`src/rtl/misr_sig_engine.sv`:
```
// ============================================================================
// misr_sig_engine
// ----------------------------------------------------------------------------
// Multiple-input signature register (MISR) with run control. A run is
// started with a one-cycle start pulse. Each valid response word z is folded
// into the signature until num_pat words have been accepted. On completion
// the signature is compared with the golden value latched at start, and the
// result is presented on pass while done is high.
//
// Signature recurrence (Galois form, MSB feeds back):
//     sig_next = (sig << 1) ^ z ^ (sig[WIDTH-1] ? POLY : 0)
//
// Parameters
//   WIDTH  : signature / response width (4..64)
//   POLY   : feedback tap mask, bit i set = sig[WIDTH-1] XORed into stage i
//   SEED   : signature value loaded on start and on reset
//   CNT_W  : pattern counter width
//
// Ports
//   clk        in   single clock, all state updates on the rising edge
//   rst        in   asynchronous active-low reset
//   start      in   one-cycle pulse, begins a run (ignored while busy)
//   abort      in   one-cycle pulse, terminates a run (beats start/z_valid)
//   num_pat    in   number of responses to compress, sampled on start
//   golden     in   expected signature, sampled on start
//   z_valid    in   response word valid this cycle
//   z          in   response word
//   signature  out  current MISR contents
//   count      out  responses compressed in the current run
//   busy       out  high while a run is in progress
//   done       out  high once a run has completed
//   pass       out  valid while done; 1 = signature matched golden
// ============================================================================
module misr_sig_engine #(
    parameter int               WIDTH = 8,
    parameter logic [WIDTH-1:0] POLY  = 'h63,
    parameter logic [WIDTH-1:0] SEED  = '0,
    parameter int               CNT_W = 16
) (
    input  logic             clk,
    input  logic             rst,
    input  logic             start,
    input  logic             abort,
    input  logic [CNT_W-1:0] num_pat,
    input  logic [WIDTH-1:0] golden,
    input  logic             z_valid,
    input  logic [WIDTH-1:0] z,
    output logic [WIDTH-1:0] signature,
    output logic [CNT_W-1:0] count,
    output logic             busy,
    output logic             done,
    output logic             pass
);

    typedef enum logic [1:0] {
        IDLE = 2'd0,
        RUN  = 2'd1,
        DONE = 2'd2
    } state_t;

    state_t           state_q,   state_d;
    logic [WIDTH-1:0] sig_q,     sig_d;
    logic [CNT_W-1:0] cnt_q,     cnt_d;
    logic [CNT_W-1:0] num_pat_q, num_pat_d;
    logic [WIDTH-1:0] golden_q,  golden_d;
    logic             pass_q,    pass_d;

    // ------------------------------------------------------------------------
    // Signature recurrence, one XOR network per stage. Stage 0 has no shifted
    // predecessor; every other stage takes the bit below it.
    // ------------------------------------------------------------------------
    logic [WIDTH-1:0] sig_next;
    logic             fb_bit;

    assign fb_bit = sig_q[WIDTH-1];

    genvar gi;
    generate
        for (gi = 0; gi < WIDTH; gi++) begin : g_stage
            if (gi == 0) begin : g_lsb
                assign sig_next[gi] = z[gi] ^ (fb_bit & POLY[gi]);
            end else begin : g_upper
                assign sig_next[gi] = sig_q[gi-1] ^ z[gi] ^ (fb_bit & POLY[gi]);
            end
        end
    endgenerate

    // Count after the accept in progress. Runs only enter RUN with a non-zero
    // target and leave on reaching it, so this sum never wraps.
    logic [CNT_W-1:0] cnt_inc;
    assign cnt_inc = cnt_q + {{(CNT_W-1){1'b0}}, 1'b1};

    // ------------------------------------------------------------------------
    // Next-state logic
    // ------------------------------------------------------------------------
    always_comb begin
        state_d   = state_q;
        sig_d     = sig_q;
        cnt_d     = cnt_q;
        num_pat_d = num_pat_q;
        golden_d  = golden_q;
        pass_d    = pass_q;

        if (abort) begin
            // Abort wins over everything else. Signature and count are left
            // as-is so the partial result can still be inspected.
            state_d = IDLE;
            pass_d  = 1'b0;
        end else begin
            case (state_q)
                IDLE, DONE: begin
                    if (start) begin
                        sig_d     = SEED;
                        cnt_d     = '0;
                        num_pat_d = num_pat;
                        golden_d  = golden;
                        pass_d    = 1'b0;
                        if (num_pat == '0) begin
                            // Empty run: nothing to compress, so the verdict
                            // is just whether the seed is the golden value.
                            state_d = DONE;
                            pass_d  = (SEED == golden);
                        end else begin
                            state_d = RUN;
                        end
                    end
                end

                RUN: begin
                    if (z_valid) begin
                        sig_d = sig_next;
                        cnt_d = cnt_inc;
                        if (cnt_inc == num_pat_q) begin
                            // Verdict is taken on the freshly updated
                            // signature, so it is registered together with
                            // the DONE entry.
                            state_d = DONE;
                            pass_d  = (sig_next == golden_q);
                        end
                    end
                end

                default: begin
                    state_d = IDLE;
                    pass_d  = 1'b0;
                end
            endcase
        end
    end

    // ------------------------------------------------------------------------
    // State registers
    // ------------------------------------------------------------------------
    always_ff @(posedge clk or negedge rst) begin
        if (!rst) begin
            state_q   <= IDLE;
            sig_q     <= SEED;
            cnt_q     <= '0;
            num_pat_q <= '0;
            golden_q  <= '0;
            pass_q    <= 1'b0;
        end else begin
            state_q   <= state_d;
            sig_q     <= sig_d;
            cnt_q     <= cnt_d;
            num_pat_q <= num_pat_d;
            golden_q  <= golden_d;
            pass_q    <= pass_d;
        end
    end

    // ------------------------------------------------------------------------
    // Outputs. pass_q is cleared on every start and abort, so it can only be
    // high while in DONE.
    // ------------------------------------------------------------------------
    assign signature = sig_q;
    assign count     = cnt_q;
    assign busy      = (state_q == RUN);
    assign done      = (state_q == DONE);
    assign pass      = pass_q;

endmodule

```
`config.mk`:
```
export PLATFORM = sky130hd
export DESIGN_NAME = misr_sig_engine
export DESIGN_NICKNAME = d
export VERILOG_FILES = /design/src/rtl/misr_sig_engine.sv
export SDC_FILE = /design/constraint.sdc
export NUM_CORES = 1
export LEC_CHECK = 0
export CAP_MARGIN = 25
export CORE_MARGIN = 2
export CORE_UTILIZATION = 35
export DETAILED_ROUTE_END_ITERATION = 16
export PLACE_DENSITY = 0.58
export SYNTH_ARGS = -nofsm -noshare
export SYNTH_HDL_FRONTEND = slang
export SYNTH_SLANG_ARGS = --single-unit
```
`constraint.sdc`:
```
create_clock -name clk -period 3.21 [get_ports clk]
set_input_delay 0.963 -clock clk [delete_from_list [all_inputs] [get_ports clk]]
set_output_delay 0.963 -clock clk [all_outputs]
set_load 0.01 [all_outputs]
```
Word level (Yosys, flattened, before mapping). Index checks and enable logic that the tools add are counted.

Register bits after elaboration: 51. Latch bits: 0. RAM bits: 0. Memory bits (read-only): 0. Bits of input ports: 37. Output and inout bits: 27. Logic and storage cells: 54. Memories: 0.

Add/sub/neg operators: 1. $mul: 0. Divide/modulo/power cells: 0. Order comparisons: 0. Equal/unequal tests: 9. Shift operators: 0. Multiplexer cells: 18. Bitwise logic cells: 12. Reduce and logical (&&, ||, !) cells: 8.

Operators by type and width (number): $mux W16 (2); $pmux W16 S2 (1); $add A16 B1 Y16 const B (1); $eq A16 B16 Y1 (1); $logic_not A16 Y1 (1); $mux W8 (2); $pmux W8 S2 (1); $xor A1 B1 Y1 (11); $mux W2 (5); $eq A8 B8 Y1 (1); $logic_not A8 Y1 (1); $ne A3 B3 Y1 const B (2); $reduce_and A3 Y1 (2); $mux W1 (5); $ne A2 B2 Y1 const B (2); $pmux W2 S2 (1); $reduce_and A4 Y1 (1); $ne A3 B2 Y1 const B (1); $eq A2 B1 Y1 const B (1); $eq A2 B2 Y1 const B (1); $logic_not A2 Y1 (1); $pmux W1 S2 (1); $reduce_bool A2 Y1 (1); $reduce_or A2 Y1 (1); $not A1 Y1 (1).

Depth between registers and ports, before layout. Gate-level depths: netlist of run 1.

Word-level depth: 7. Mapped depth: 9. Gate-level depth less buffers: 8.

Worst setup path before layout of run 1. OpenSTA, ideal clock, no wires.

Kind: reg2reg. Start point: reg cnt_q[0] (netlist: count[0]). End point: reg pass_q (netlist: pass). Setup time: 0.127 ns. Arrival time: 2.621 ns. Data required time: 3.083 ns. Path slack: 0.461 ns. Cell stages (with the launch flop): 9. Path buffers: 0. Period minus slack after synthesis: 2.749 ns. Cell sequence: dfrtp_1 -> ha_1 -> nand3_4 -> nor4_1 -> xnor2_1 -> nand4_1 -> or4_4 -> a21oi_2 -> mux2_1.

Longest elaborated chain between the ends: 4.

RTL lines: from (decl) (line 63) `logic [CNT_W-1:0] cnt_q, cnt_d;`; from (signal assigned) (line 165) `cnt_q <= cnt_d;`; $add A16 B1 Y16 (line 91) `assign cnt_inc = cnt_q + {{(CNT_W-1){1'b0}}, 1'b1};`; $eq A16 B16 Y1 (line 133) `if (cnt_inc == num_pat_q) begin`; $ne A3 B2 Y1 (no line); $reduce_and A3 Y1 (no line); to (signal assigned) (line 168) `pass_q <= pass_d;`; to (decl) (line 66) `logic pass_q, pass_d;`.

No other way between the ends. A chain may end at the register's enable or synchronous reset.

Worst setup path after layout of run 1. Ends and elaborated chain as after synthesis.

==> metrics.cfg, run 1 <==
[synthesis]
synth_top_area_cell=dfrtp_1
synth.most_common_cell=dfrtp_1
syn_area_um2=2920
yosysSeqAreaShare=0.4370
syn-num-nets=333
synthFlopType=dfrtp_1
synth_commonest_cells=dfrtp_1, o21ai_0, xnor2_1
synth-edff-count=0
synth_warnings=0
synth-seq-cells=51
postSynth.asyncResetShare=1.000
synth_cells=295
ys_types=51
synth_top_area_share=0.4370
avgSynthCellArea_um2=9.899
synthTopCellsByArea=dfrtp_1, mux2_2, xnor2_1

[die]
die-area_um2=9091
ioPinCount=64
die_w_um=95.35
initial_core_util=0.3590
core_um2=8134
rows=33
die_y_um=95.35

[worst_setup_path]
r2r_start=count[0]
worst-path-buf-inv=0
worstPathCellList=ha_1, nand3_4, nor4_1, xnor2_1, nand4_1, or4_4, a21oi_2, mux2_1
cp_max_fo=8
required_ns=3.40
path_class=register to register
r2r_end=pass
cpPeakStageDelay_ns=0.57
startpoint_type=register
cp_slowest_cell=nor4_1
cp_top_family=simple AND/OR/NAND/NOR gates
cp.arrival_ns=3.17
reg2reg_depth=8
r2r_setup_slack_ns=0.23
endpoint_kind=register

[layout]
fin_util=0.4609
antenna_cells=0
final_net_count=394
syn2layout_area_growth_pct=28.36
drive_above_1_share=0.1513

[drt]
drt_pass1_iterations=4
via_per_inst=5.210
ant_nets=0
routed_wl_mm=7.265
wl_per_cell_um=15.73
drtIter0Drc=140
num_vias=2407
drcViolationCount=0

[sta]
finalSetupTns_ns=0
rsz0062_at_grt=no
fin_ws_ns=0.2259
period_share=0.9296
skew_ns=0.008693
drv_slew=0
finalSetupViolations=0
fmax_mhz=335.1
slew_headroom=0.5477
hold_violations=0
final.min_clock_period_ns=2.984
tightest_slew_ns=0.6785

[global_routing]
track_usage=0.1763
grt_pass1_vias=2455
overflow=0
antenna_found_initial=0
grt_start_max_net_pins=52
grt_first_pass_wirelength_mm=12.27

[clocking]
numClockSinks=51
htreeDepth=2
cts_buffers=5
clkTransAtPathRegs_ns=0.10
clk_latency_ns=0.30
cts-resized-gates=0
cts_tree=done
cts_setup_buffers=0
hold_buffers=0
ctsLongestPathBuffers=2
ctsRootBufferMaster=clkbuf_8

[power]
ir_drop_v=0.0001975
power.density_nw_per_um2=445.8
p_leak_nw=1.435

[hold_path]
worstHoldPathCells=2
holdCritPathClass=register to register
holdPathEnd=signature[0]
hp-start=signature[0]

[place]
dp_hpwl_mm=5.498
port_buffers=63
routabilityCongestion=0.8166
pre_cts_ws_ns=0.2268

[run]
max_cap_violations=0

[outcome]
status=finished clean

## cell usage in the layout, fill, tap and decap left out, types with 3 or more instances in the layout
cell,n
xor2_1,14
nor2_1,18
o31ai_1,3
nand2_1,26
o21ai_0,29
clkdlybuf4s50_1,62
a21oi_1,5
clkbuf_8,5
buf_4,8
a22o_1,3
nand4_1,5
nor3_1,6
nand2b_1,3
inv_1,4
nor4_1,9
xnor2_1,27
nand3_1,11
dfrtp_1,51
mux2_2,24
## worst max-delay path by stage
stage	cells past startpoint	endpoint	startpoint	slack (ns)
after floorplan	8	pass	count[0]	0.46
after global placement	7	pass	z_valid	0.28
after detailed placement	7	pass	z_valid	0.23
after CTS	8	pass	count[0]	0.23
after global routing	8	pass	count[0]	0.02
final	8	pass	count[0]	0.23
## cell type report
class	instances	area [um^2]
clock inverter	2	12.51
multi-input combinational	222	1551
clock buffer	6	72.57
inverter	5	18.77
fill	752	4385
sequential	51	1276
timing repair buffer	71	685.7
tap	105	131.4
## cell families after synthesis
logic type                 count (synthesis)  share of synthesized area
muxes                                     26                    0.09983
and+or+nand+nor                           98                     0.1829
AOI/OAI and AO/OA                         56                     0.1213
adders and majority gates                  1                   0.004284
DFF                                       51                     0.4370
xor gates and xnor gates                  41                     0.1230
buffers and inverters                     22                    0.03170
## per-layer routing
metal  GRT usage  share of wire
met1      0.2472           0.47
met2      0.2840           0.49
met3     0.02451          0.029
met4     0.05072          0.013
met5           0              0
## worst min-delay path, stage by stage (launching register included)
cell     delay [ns]
dfrtp_1        0.39
nand2_1        0.05
o21ai_0        0.06
## sequential cells by signal, indices dropped and copies added (netlist names)
signal,count
count,16
num_pat_q,16
signature,8
pass,1
state_q,2
golden_q,8
## report_power, final
group	total, W	switching (W)	internal [W]	leakage, nW
logic	0.000473	0.000204	0.000269	0.742
registers	0.000827	0.0000917	0.000735	0.652
clock network	0.000371	0.000218	0.000153	0.0412
total	0.00167	0.000514	0.00116	1.44
## stage by stage
| step | power (W) | cells | hold WS, ns | instance area, um^2 |
|---|---|---|---|---|
| floorplan | 0.001123 | 295 | 0.5008 | 2920 |
| global placement | 0.001313 | 454 | 0.5086 | 3664 |
| detailed placement | 0.001321 | 454 | 0.5084 | 3664 |
| CTS | 0.001691 | 462 | 0.5391 | 3749 |
| global route | 0.001778 | 462 | 0.5510 | 3749 |
| finish | 0.001671 | 462 | 0.5313 | 3749 |
No activity file was read; power rests on OpenSTA's default activity.
==> run 2: changes to the inputs <==
Settings changed: CTS_CLUSTER_DIAMETER set to 150.
==> results of run 2 <==
The final DEF is identical to that of run 1; final timing and power are the same.
==> run 3: changes to the inputs <==
Settings changed: SKIP_LAST_GASP set to 1.
==> results of run 3 <==
The final DEF is identical to that of run 1; final timing and power are the same.
==> RTL edit (flow settings as in run 2) <==
Encoding of `state_t`: now one-hot (3 bits for 3 states).
--- a/src/rtl/misr_sig_engine.sv
+++ b/src/rtl/misr_sig_engine.sv
@@ -52,10 +52,10 @@
     output logic             pass
 );
 
-    typedef enum logic [1:0] {
-        IDLE = 2'd0,
-        RUN  = 2'd1,
-        DONE = 2'd2
+    typedef enum logic [2:0] {
+        IDLE = 3'b001,
+        RUN  = 3'b010,
+        DONE = 3'b100
     } state_t;
 
     state_t           state_q,   state_d;
Formal check against the unedited RTL: same outputs for any inputs over 4 cycles, from zero or initial values and one cycle with rst low; so few cycles prove little.
==> RTL edit against run 2 <==
Worst setup slack improved by 0.27 ns; clock skew increased by 0.0040 ns; critical path depth decreased by 5; sequential cell count increased by 1; cell area increased by 3.3%; hold slack improved by 0.0059 ns; power increased by 3.3%; wire length increased by 2.5%; synthesized area increased by 2.3%; fmax increased by 9.8%.
==> RTL edit: results (changes against run 2) <==
| Metric | Value |
|---|---|
| Synth area leaders | dfrtp_1, mux2_2, xnor2_1 |
| Fin Clk Skew | 0.0127 ns (+0.00401 ns) |
| Total track usage | 0.176 (about the same) |
| CTS Buffer Depth | 2 (unchanged) |
| Ant diodes | 0 (unchanged) |
| Synth Flop Type | dfrtp_1 |
| Net switching power | 456 uW (-11%) |
| Data arrival, critical path | 1.75 ns (-1.42 ns) |
| Crit Path Max Fanout | 7 (-1) |
| Post-synthesis sequential area ratio | 0.436 (-0.000906) |
| Synth cell count leaders | dfrtp_1, o21ai_0, xnor2_1 |
| Synthesized Nets | 332 (-0.30%) |
| Post-CTS Setup Bufs | 0 (unchanged) |
| Largest net degree at the start of global routing | 28 (-46%) |
| Vias in the first global route | 2,474 (+0.77%) |
| Worst path slowest cell | clkdlybuf4s50_1 |
| CTS root buf | clkbuf_8 |
| Ys Warns | 0 (unchanged) |
| Vias | 2,407 (unchanged) |
| DP HPWL | 5670 um (+3.1%) |
| Post-cts resize count | 0 (unchanged) |
| Routability cong. | 0.818 (+0.12%) |
| First-pass GRT wire length | 12,600 um (+2.7%) |
| IO Port Bufs | 63 (unchanged) |
| Pre-antenna DRT Iters | 4 (unchanged) |
| CTS buffer count | 5 (unchanged) |
| Drt wl/cell | 16.1 um (+2.3%) |
| Clock slew at reported path FFs | 0.10 ns (about the same) |
| Fin nets | 395 (+0.25%) |
| Initial drt markers | 144 (+2.9%) |
| Worst hold path type | reg2reg |
| Clk_lat worst skew | 0.31 ns |
| CP peak stage delay | 0.57 ns (about the same) |
| CTS H-tree lvls | 2 (unchanged) |
| Max VDD drop | 0.204 mV (+3.3%) |
| Initial antenna violation count | 0 (unchanged) |
| Worst slew pin tran | 0.627 ns (-0.0516 ns) |
| Layout cells sized above 1 | 0.145 (-0.00601) |
| Unique masters post-synth | 51 (unchanged) |
| Status | finished clean |
| P_leak | 0.00151 uW (+5.3%) |
RTL edit: kinds of logic after synthesis:
| family | count (synthesis) | share of synthesized area |
|---|---|---|
| mux | 26 | 0.0989 |
| buf+inv | 16 | 0.0239 |
| flops | 52 | 0.436 |
| simple gates | 90 | 0.178 |
| fa+ha+maj | 1 | 0.00419 |
| compound gates | 67 | 0.136 |
| xor+xnor | 42 | 0.123 |
RTL edit: worst max-delay path, delay by kind of cell, from the launching register on:
kind	cells	cell delay, ns
buf+inv	1	0.57
flops	1	0.47
simple gates	2	0.42
RTL edit: path summary, 6_finish.rpt:
| path | from | end | slack, ns | cells past startpoint |
|---|---|---|---|---|
| worst max register to register | count[0] | pass | 0.50 | 8 |
| worst min-delay path | golden_q[6] | golden_q[6] | 0.54 | 1 |
| worst min register to register | golden_q[6] | golden_q[6] | 0.54 | 1 |
| worst max-delay path | state_q[2] | busy | 0.49 | 3 |
| max in group asynchronous | rst | state_q[0] | 1.85 | 2 |
| min in group asynchronous | rst | num_pat_q[6] | 0.65 | 1 |
RTL edit: metrics by stage:
step	utilization	instances	instance area (um2)	total power, uW	setup slack (ns)
2_1_floorplan	-	294	2990	1060	0.886
3_3_place_gp	0.453	455	3740	1200	0.267
3_5_place_dp	0.453	455	3740	1210	0.267
4_1_cts	0.469	463	3870	1740	0.476
5_1_grt	0.469	463	3870	1820	0.187
6_report	0.469	463	3870	1730	0.493
RTL edit: power groups by stage:
stage / Clock [uW] / Sequential, uW / Combinational, uW
after CTS: 548 / 812 / 383
after floorplan: 0 / 804 / 258
after global placement: 0 / 823 / 376
after global routing: 572 / 824 / 421
final: 537 / 810 / 379
after detailed placement: 0 / 825 / 381
RTL edit: area by class of cell:
cell class / count / area [um2]
Inverter: 2 / 7.51
Sequential cell: 52 / 1300
Timing Repair Buffer: 70 / 678
Fill cell: 806 / 4390
Clock buffer: 6 / 72.6
Clock inverter: 2 / 60.1
Multi-Input combinational cell: 226 / 1620
Tap cell: 105 / 131
RTL edit: layer usage:
layer	wire length, um	track usage
met1	3600	0.246
met2	3490	0.289
met3	304	0.0341
met4	55	0.0317
met5	0	0
